$ cat src/rtl/frame_capture_sequencer_pkg.sv
// rtl/frame_capture_sequencer_pkg.sv - shared types and constants for the frame capture sequencer
//
// Contents:
//   fcs_state_e       3-bit sequencer state encoding
//   BURST_CMD_DEFAULT camera FIFO burst-read command byte
//   SPI_DUMMY_BYTE    byte clocked out while reading pixel bytes
//   sat_inc32()       saturating 32-bit increment for the tick counters

package frame_capture_sequencer_pkg;

   typedef enum logic [2:0] {
      ST_IDLE      = 3'd0,
      ST_CMD_REQ   = 3'd1,
      ST_CMD_WAIT  = 3'd2,
      ST_BYTE_REQ  = 3'd3,
      ST_BYTE_WAIT = 3'd4,
      ST_PIX_OUT   = 3'd5,
      ST_DONE      = 3'd6
   } fcs_state_e;

   localparam logic [7:0] BURST_CMD_DEFAULT = 8'h3C;
   localparam logic [7:0] SPI_DUMMY_BYTE    = 8'h00;

   // Counters stick at all-ones instead of wrapping back to zero.
   function automatic logic [31:0] sat_inc32(input logic [31:0] v);
      return (v == 32'hFFFF_FFFF) ? v : v + 32'd1;
   endfunction

endpackage

$ cat src/rtl/rgb565_byte_packer.sv
// rtl/rgb565_byte_packer.sv - assembles two SPI bytes into one RGB565 pixel
//
// Ports:
//   clk, rst    clock and synchronous active-high reset
//   clr         drops a half-assembled pixel (phase back to high byte)
//   byte_stb    one received byte is valid on byte_in this cycle
//   byte_in     received byte; first goes to pixel[15:8], second to pixel[7:0]
//   pixel       assembled pixel, held until the next strobe overwrites it
//   pixel_done  this strobe carries the second (low) byte of a pixel

module rgb565_byte_packer
   import frame_capture_sequencer_pkg::*;
(
   input  logic        clk,
   input  logic        rst,
   input  logic        clr,
   input  logic        byte_stb,
   input  logic [7:0]  byte_in,
   output logic [15:0] pixel,
   output logic        pixel_done
);

   logic        phase_q, phase_d;
   logic [15:0] pixel_q, pixel_d;

   always_comb begin
      phase_d = phase_q;
      pixel_d = pixel_q;
      if (clr) begin
         phase_d = 1'b0;
      end else if (byte_stb) begin
         if (phase_q) begin
            pixel_d[7:0] = byte_in;
         end else begin
            pixel_d[15:8] = byte_in;
         end
         phase_d = ~phase_q;
      end
   end

   always_ff @(posedge clk) begin
      if (rst) begin
         phase_q <= 1'b0;
         pixel_q <= 16'h0000;
      end else begin
         phase_q <= phase_d;
         pixel_q <= pixel_d;
      end
   end

   assign pixel      = pixel_q;
   // Combinational so the sequencer can pick PIX_OUT in the same cycle it latches the low byte.
   assign pixel_done = byte_stb && phase_q && !clr;

endmodule

$ cat src/rtl/frame_capture_sequencer.sv
// rtl/frame_capture_sequencer.sv - reads one camera frame over SPI and streams it as RGB565 pixels
//
// Ports:
//   clk, rst                    clock and synchronous active-high reset
//   start, abort                capture request / cancel of the capture in progress
//   busy, done                  capture in progress / one-cycle completion pulse
//   spi_trigger, spi_tx_data    byte transfer request and the byte to send
//   spi_busy, spi_rx_byte       transfer in progress and the last byte received
//   pix_valid, pix_data         pixel offer, held until pix_ready
//   pix_ready                   downstream accepts the pixel
//   pix_col, pix_row            coordinates of the offered pixel
//   pix_eol, pix_eof            last pixel of row / of frame (qualified by pix_valid)
//   capture_ticks, stall_ticks  busy-cycle count and backpressure-cycle count (saturating)

module frame_capture_sequencer
   import frame_capture_sequencer_pkg::*;
#(
   parameter int unsigned IMAGE_WIDTH  = 320,
   parameter int unsigned IMAGE_HEIGHT = 240,
   parameter logic [7:0]  BURST_CMD    = BURST_CMD_DEFAULT
)(
   input  logic        clk,
   input  logic        rst,
   input  logic        start,
   input  logic        abort,
   output logic        busy,
   output logic        done,
   output logic        spi_trigger,
   output logic [7:0]  spi_tx_data,
   input  logic        spi_busy,
   input  logic [7:0]  spi_rx_byte,
   output logic        pix_valid,
   output logic [15:0] pix_data,
   input  logic        pix_ready,
   output logic [15:0] pix_col,
   output logic [15:0] pix_row,
   output logic        pix_eol,
   output logic        pix_eof,
   output logic [31:0] capture_ticks,
   output logic [31:0] stall_ticks
);

   localparam logic [15:0] LAST_COL = 16'(IMAGE_WIDTH - 1);
   localparam logic [15:0] LAST_ROW = 16'(IMAGE_HEIGHT - 1);

   fcs_state_e  state_q, state_d;
   logic        busy_q, busy_d;
   logic        done_q, done_d;
   logic        spi_trigger_q, spi_trigger_d;
   logic [7:0]  spi_tx_data_q, spi_tx_data_d;
   logic        pix_valid_q, pix_valid_d;
   logic [15:0] col_q, col_d;
   logic [15:0] row_q, row_d;
   logic [31:0] capture_ticks_q, capture_ticks_d;
   logic [31:0] stall_ticks_q, stall_ticks_d;

   logic        byte_stb;
   logic        pixel_done;

   // A byte is consumed when its transfer finishes while we wait on it; an abort
   // in the same cycle throws the byte away.
   assign byte_stb = (state_q == ST_BYTE_WAIT) && !spi_busy && !abort;

   rgb565_byte_packer u_packer (
      .clk        (clk),
      .rst        (rst),
      .clr        (abort),
      .byte_stb   (byte_stb),
      .byte_in    (spi_rx_byte),
      .pixel      (pix_data),
      .pixel_done (pixel_done)
   );

   always_comb begin
      state_d         = state_q;
      busy_d          = busy_q;
      done_d          = 1'b0;
      spi_trigger_d   = spi_trigger_q;
      spi_tx_data_d   = spi_tx_data_q;
      pix_valid_d     = pix_valid_q;
      col_d           = col_q;
      row_d           = row_q;
      // Counters run independently of the state flow; start overrides below.
      capture_ticks_d = busy_q ? sat_inc32(capture_ticks_q) : capture_ticks_q;
      stall_ticks_d   = (pix_valid_q && !pix_ready) ? sat_inc32(stall_ticks_q) : stall_ticks_q;

      if ((state_q != ST_IDLE) && abort) begin
         // Abort leaves coordinates and counters where they stopped.
         state_d       = ST_IDLE;
         busy_d        = 1'b0;
         spi_trigger_d = 1'b0;
         pix_valid_d   = 1'b0;
      end else begin
         case (state_q)
            ST_IDLE: begin
               if (start && !abort) begin
                  state_d         = ST_CMD_REQ;
                  busy_d          = 1'b1;
                  spi_trigger_d   = 1'b1;
                  spi_tx_data_d   = BURST_CMD;
                  col_d           = 16'd0;
                  row_d           = 16'd0;
                  capture_ticks_d = 32'd0;
                  stall_ticks_d   = 32'd0;
               end
            end
            ST_CMD_REQ: begin
               if (spi_busy) begin
                  state_d       = ST_CMD_WAIT;
                  spi_trigger_d = 1'b0;
               end
            end
            ST_CMD_WAIT: begin
               if (!spi_busy) begin
                  state_d       = ST_BYTE_REQ;
                  spi_trigger_d = 1'b1;
                  spi_tx_data_d = SPI_DUMMY_BYTE;
               end
            end
            ST_BYTE_REQ: begin
               if (spi_busy) begin
                  state_d       = ST_BYTE_WAIT;
                  spi_trigger_d = 1'b0;
               end
            end
            ST_BYTE_WAIT: begin
               if (!spi_busy) begin
                  if (pixel_done) begin
                     state_d     = ST_PIX_OUT;
                     pix_valid_d = 1'b1;
                  end else begin
                     state_d       = ST_BYTE_REQ;
                     spi_trigger_d = 1'b1;
                     spi_tx_data_d = SPI_DUMMY_BYTE;
                  end
               end
            end
            ST_PIX_OUT: begin
               if (pix_ready) begin
                  pix_valid_d = 1'b0;
                  if ((col_q == LAST_COL) && (row_q == LAST_ROW)) begin
                     state_d = ST_DONE;
                     busy_d  = 1'b0;
                     done_d  = 1'b1;
                  end else begin
                     if (col_q == LAST_COL) begin
                        col_d = 16'd0;
                        row_d = row_q + 16'd1;
                     end else begin
                        col_d = col_q + 16'd1;
                     end
                     state_d       = ST_BYTE_REQ;
                     spi_trigger_d = 1'b1;
                     spi_tx_data_d = SPI_DUMMY_BYTE;
                  end
               end
            end
            ST_DONE: begin
               state_d = ST_IDLE;
            end
            default: begin
               state_d       = ST_IDLE;
               busy_d        = 1'b0;
               spi_trigger_d = 1'b0;
               pix_valid_d   = 1'b0;
            end
         endcase
      end
   end

   always_ff @(posedge clk) begin
      if (rst) begin
         state_q         <= ST_IDLE;
         busy_q          <= 1'b0;
         done_q          <= 1'b0;
         spi_trigger_q   <= 1'b0;
         spi_tx_data_q   <= 8'h00;
         pix_valid_q     <= 1'b0;
         col_q           <= 16'd0;
         row_q           <= 16'd0;
         capture_ticks_q <= 32'd0;
         stall_ticks_q   <= 32'd0;
      end else begin
         state_q         <= state_d;
         busy_q          <= busy_d;
         done_q          <= done_d;
         spi_trigger_q   <= spi_trigger_d;
         spi_tx_data_q   <= spi_tx_data_d;
         pix_valid_q     <= pix_valid_d;
         col_q           <= col_d;
         row_q           <= row_d;
         capture_ticks_q <= capture_ticks_d;
         stall_ticks_q   <= stall_ticks_d;
      end
   end

   assign busy          = busy_q;
   assign done          = done_q;
   assign spi_trigger   = spi_trigger_q;
   assign spi_tx_data   = spi_tx_data_q;
   assign pix_valid     = pix_valid_q;
   assign pix_col       = col_q;
   assign pix_row       = row_q;
   assign pix_eol       = pix_valid_q && (col_q == LAST_COL);
   assign pix_eof       = pix_eol && (row_q == LAST_ROW);
   assign capture_ticks = capture_ticks_q;
   assign stall_ticks   = stall_ticks_q;

endmodule

$ cat config.mk
export PLATFORM = sky130hd
export DESIGN_NAME = frame_capture_sequencer
export DESIGN_NICKNAME = d
export VERILOG_FILES = /design/src/rtl/frame_capture_sequencer_pkg.sv /design/src/rtl/rgb565_byte_packer.sv /design/src/rtl/frame_capture_sequencer.sv
export SDC_FILE = /design/constraint.sdc
export NUM_CORES = 1
export LEC_CHECK = 0
export BUFFER_PORTS_ARGS = -buffer_cell sky130_fd_sc_hd__buf_2
export CORE_UTILIZATION = 55
export CTS_CLUSTER_DIAMETER = 30
export DETAILED_ROUTE_END_ITERATION = 6
export GPL_ROUTABILITY_DRIVEN = 0
export PLACE_DENSITY = 0.83
export SLEW_MARGIN = 5
export SYNTH_ARGS = -nofsm -noshare
export SYNTH_HDL_FRONTEND = slang
export SYNTH_SLANG_ARGS = --single-unit
$ cat constraint.sdc
create_clock -name clk -period 6.7 [get_ports clk]
set_clock_uncertainty 0.15 [all_clocks]
set_input_delay 0 -clock clk [delete_from_list [all_inputs] [get_ports clk]]
set_output_delay 0 -clock clk [all_outputs]
set_load 0.05 [all_outputs]
==> run metrics <==
status=finished, final reports clean; CP Capture Type=flip-flop; adder-cell share of the synthesized area=0.00808; Root Buffer=clkbuf_8; first-pass GRT wire length=29,100 um; slowest stage delay, CP=770 ps; DRC viols=0; detail-routed net length per standard cell=16.8 um; area of the multi-input gates=0.00351 sq mm; area delta synth->final=22.9%; register area=0.00242 sq mm; DP HPWL=11,600 um; yosys warns=0; met2 Resource Use GR=0.524; Post-DP Area=0.00686 sq mm; CTS tree=yes; TNS Setup=0 ps; CTS clk-pin slew, worst paths=60 ps; Post-Synth Simple-Gate Area=0.307; transition time of the tightest slew-check pin=1130 ps; Synth Instances=765; final setup fails=0; Core Util, Final=0.699; buffers and inverters on the worst path=1; CTS sink cnt=121; post-route cell area=0.00762 sq mm; Clock H-tree levels=4; final hold slack=135 ps; global route hottest layer=met2; Compound-Gate Fraction of Synth Area=0.213; RSZ-0062 raised after global routing=false; pwr dens=242 mW/mm^2; Die Ht=108 um; vias in the first global route=6,076; crit path max fanout=57; pin count of the biggest net entering global routing=58; post-DR vias/cell=6.39; mux share of post-synthesis cell area=0.0162; Tcrit/Tclk final=0.493; GRT Total Usage=0.311; Leakage Power=0.00285 uW; chip width=108 um; FILL cells=860; Layout Nets=910; Final Hold Viols=0; Max Cap Viol=0; CP max-delay cell=a2111oi_1; vias=6,680; Post-Syn Area=0.00620 sq mm; combinational family with the most area after synthesis=simple AND/OR/NAND/NOR gates; # rows=38; TritonRoute pass-1 iters=5; Synth top area share=0.391; GRT overflow=0; layout cell share with drive strength beyond 1=0.204; hold crit path type=primary input to flip-flop; Critical Path Start Type=flip-flop; leading area contributor after synthesis=dfxtp_1; WP data required=6940 ps; #FFs+latches synth=121; Seq/Total Area, Yosys=0.391; critical setup path kind=flip-flop to flip-flop; CP arrival=3550 ps; clock latency on the worst-skew pair=540 ps; Peak VDD IR=0.000165 V; I/O pin cnt=140; CP cell instances=or3b_4 > a2111oi_1 > or2_2 > buf_4 > nor2_1; Fmax=0.303 GHz; Worst slew margin=0.240; DIE AREA=0.0117 sq mm; crit-path leading delay family=simple AND/OR/NAND/NOR gates; initial antenna violation count=0; Num CTS Buffers=17; Tmin final=3300 ps; Antenna Nets Post-Route=0; initial DRC count=558; Synth area leaders=dfxtp_1 39%, a21oi_1 7.3%, or3_1 4.3%; Initial Utilization=0.569; Post-synth ARST share=0; Yosys cell types=66; met1 Usage GRT=0.371; Max Transition Viols Final=0; post-CTS setup buffer count=0; I/O Buffers=135; Mapped Avg Cell Area=8.10 sq um; core area=0.0109 sq mm; Synth Flop Type=dfxtp_1; Tot Pwr=1840 uW; Post-Route WL=17,600 um; clk buf depth=2; number of synthesized flops with an enable pin=0; diode count=0; Synth Area in XOR/XNOR=0.0170; met3 Resource Use GR=0.0826
## area by class of cell
| type | count | share of cell area |
|---|---|---|
| multi-input combinational | 583 | 0.461 |
| sequential | 121 | 0.318 |
| timing repair buffer | 155 | 0.114 |
| clock buffer | 23 | 0.0613 |
| tap | 140 | 0.0230 |
| clock inverter | 9 | 0.0158 |
| inverter | 14 | 0.00690 |
## what timing repair did
action                    CTS  global route
hold endpoints to repair   46             0
gates resized for setup     0             0
hold buffers               17             0
## per-stage QoR
stage          setup slack [ps]  cells
2_1_floorplan              4000    768
3_3_place_gp               3770    996
3_5_place_dp               3560    996
4_1_cts                    3510   1045
5_1_grt                    3180   1045
6_report                   3400   1045
## layer usage
metal,wire [um],up-vias
met2,8700,303
met3,1290,64
met1,6990,3170
met4,605,0
met5,0,-
li1,-,3143
## logic make-up (layout without fill, tap and decap cells)
logic type | count (synthesis) | in the layout
AO/OA/AOI/OAI | 218 | 218
XOR/XNOR | 12 | 12
adder cells (fa/ha/maj) | 4 | 4
buffers and inverters | 64 | 201
flip-flops | 121 | 121
multiplexers | 10 | 10
other | 1 | 4
AND/OR/NAND/NOR | 335 | 335
## worst paths after layout
| path | startpoint | endpoint | slack [ps] | cells past startpoint |
|---|---|---|---|---|
| worst max-delay path | state_q[2]$_SDFFE_PP0P_ | stall_ticks[21]$_SDFF_PP0_ | 3400 | 5 |
| worst min-delay path | spi_rx_byte[1] | u_packer.pixel[1]$_SDFFE_PP0P_ | 140 | 4 |
| worst max register to register | state_q[2]$_SDFFE_PP0P_ | stall_ticks[21]$_SDFF_PP0_ | 3400 | 5 |
| worst min register to register | u_packer.pixel[1]$_SDFFE_PP0P_ | u_packer.pixel[1]$_SDFFE_PP0P_ | 320 | 2 |
## worst register-to-register path: cells and delay by family (launching register included)
kind | cells | cell delay, ps
AO/OA/AOI/OAI | 1 | 770
buffers and inverters | 1 | 590
AND/OR/NAND/NOR | 3 | 1180
flip-flops | 1 | 480
## placed cells by master, fill, tap and decap left out, types with 16 or more instances in the layout
| cell type | instances |
|---|---|
| nand2_1 | 66 |
| a21oi_1 | 90 |
| and3_1 | 16 |
| o21ai_0 | 52 |
| dfxtp_1 | 121 |
| o31ai_1 | 30 |
| nand4_1 | 23 |
| dlygate4sd3_1 | 17 |
| or4_1 | 31 |
| nor2_1 | 41 |
| clkbuf_16 | 16 |
| or3_1 | 43 |
| buf_2 | 135 |
| nand3_1 | 41 |
## synth_stat cells, drive strengths merged (10+ instances only)
cell / n
a21oi: 90
and3: 16
and4: 14
buf: 21
clkbuf: 29
dfxtp: 121
inv: 14
mux2i: 10
nand2: 66
nand3: 41
nand4: 25
nor2: 41
nor3: 13
nor4: 12
o21ai: 53
o31ai: 31
or3: 43
or4: 31
## report_power, final
part	internal (uW)	switching [uW]	total (uW)
Sequential	730	23.5	754
Clock	592	317	908
Combinational	53.4	128	182
Total	1380	468	1840
## state kept, by name (all words and copies together), names as in the netlist
| name | count |
|---|---|
| state_q | 3 |
| pix_valid | 1 |
| spi_trigger | 1 |
| capture_ticks | 32 |
| pix_col | 16 |
| u_packer.phase_q | 1 |
| pix_row | 16 |
| stall_ticks | 32 |
| busy | 1 |
| done | 1 |
| u_packer.pixel | 16 |
| spi_tx_data | 1 |
Note: power is estimated with default switching activity, not from simulation.
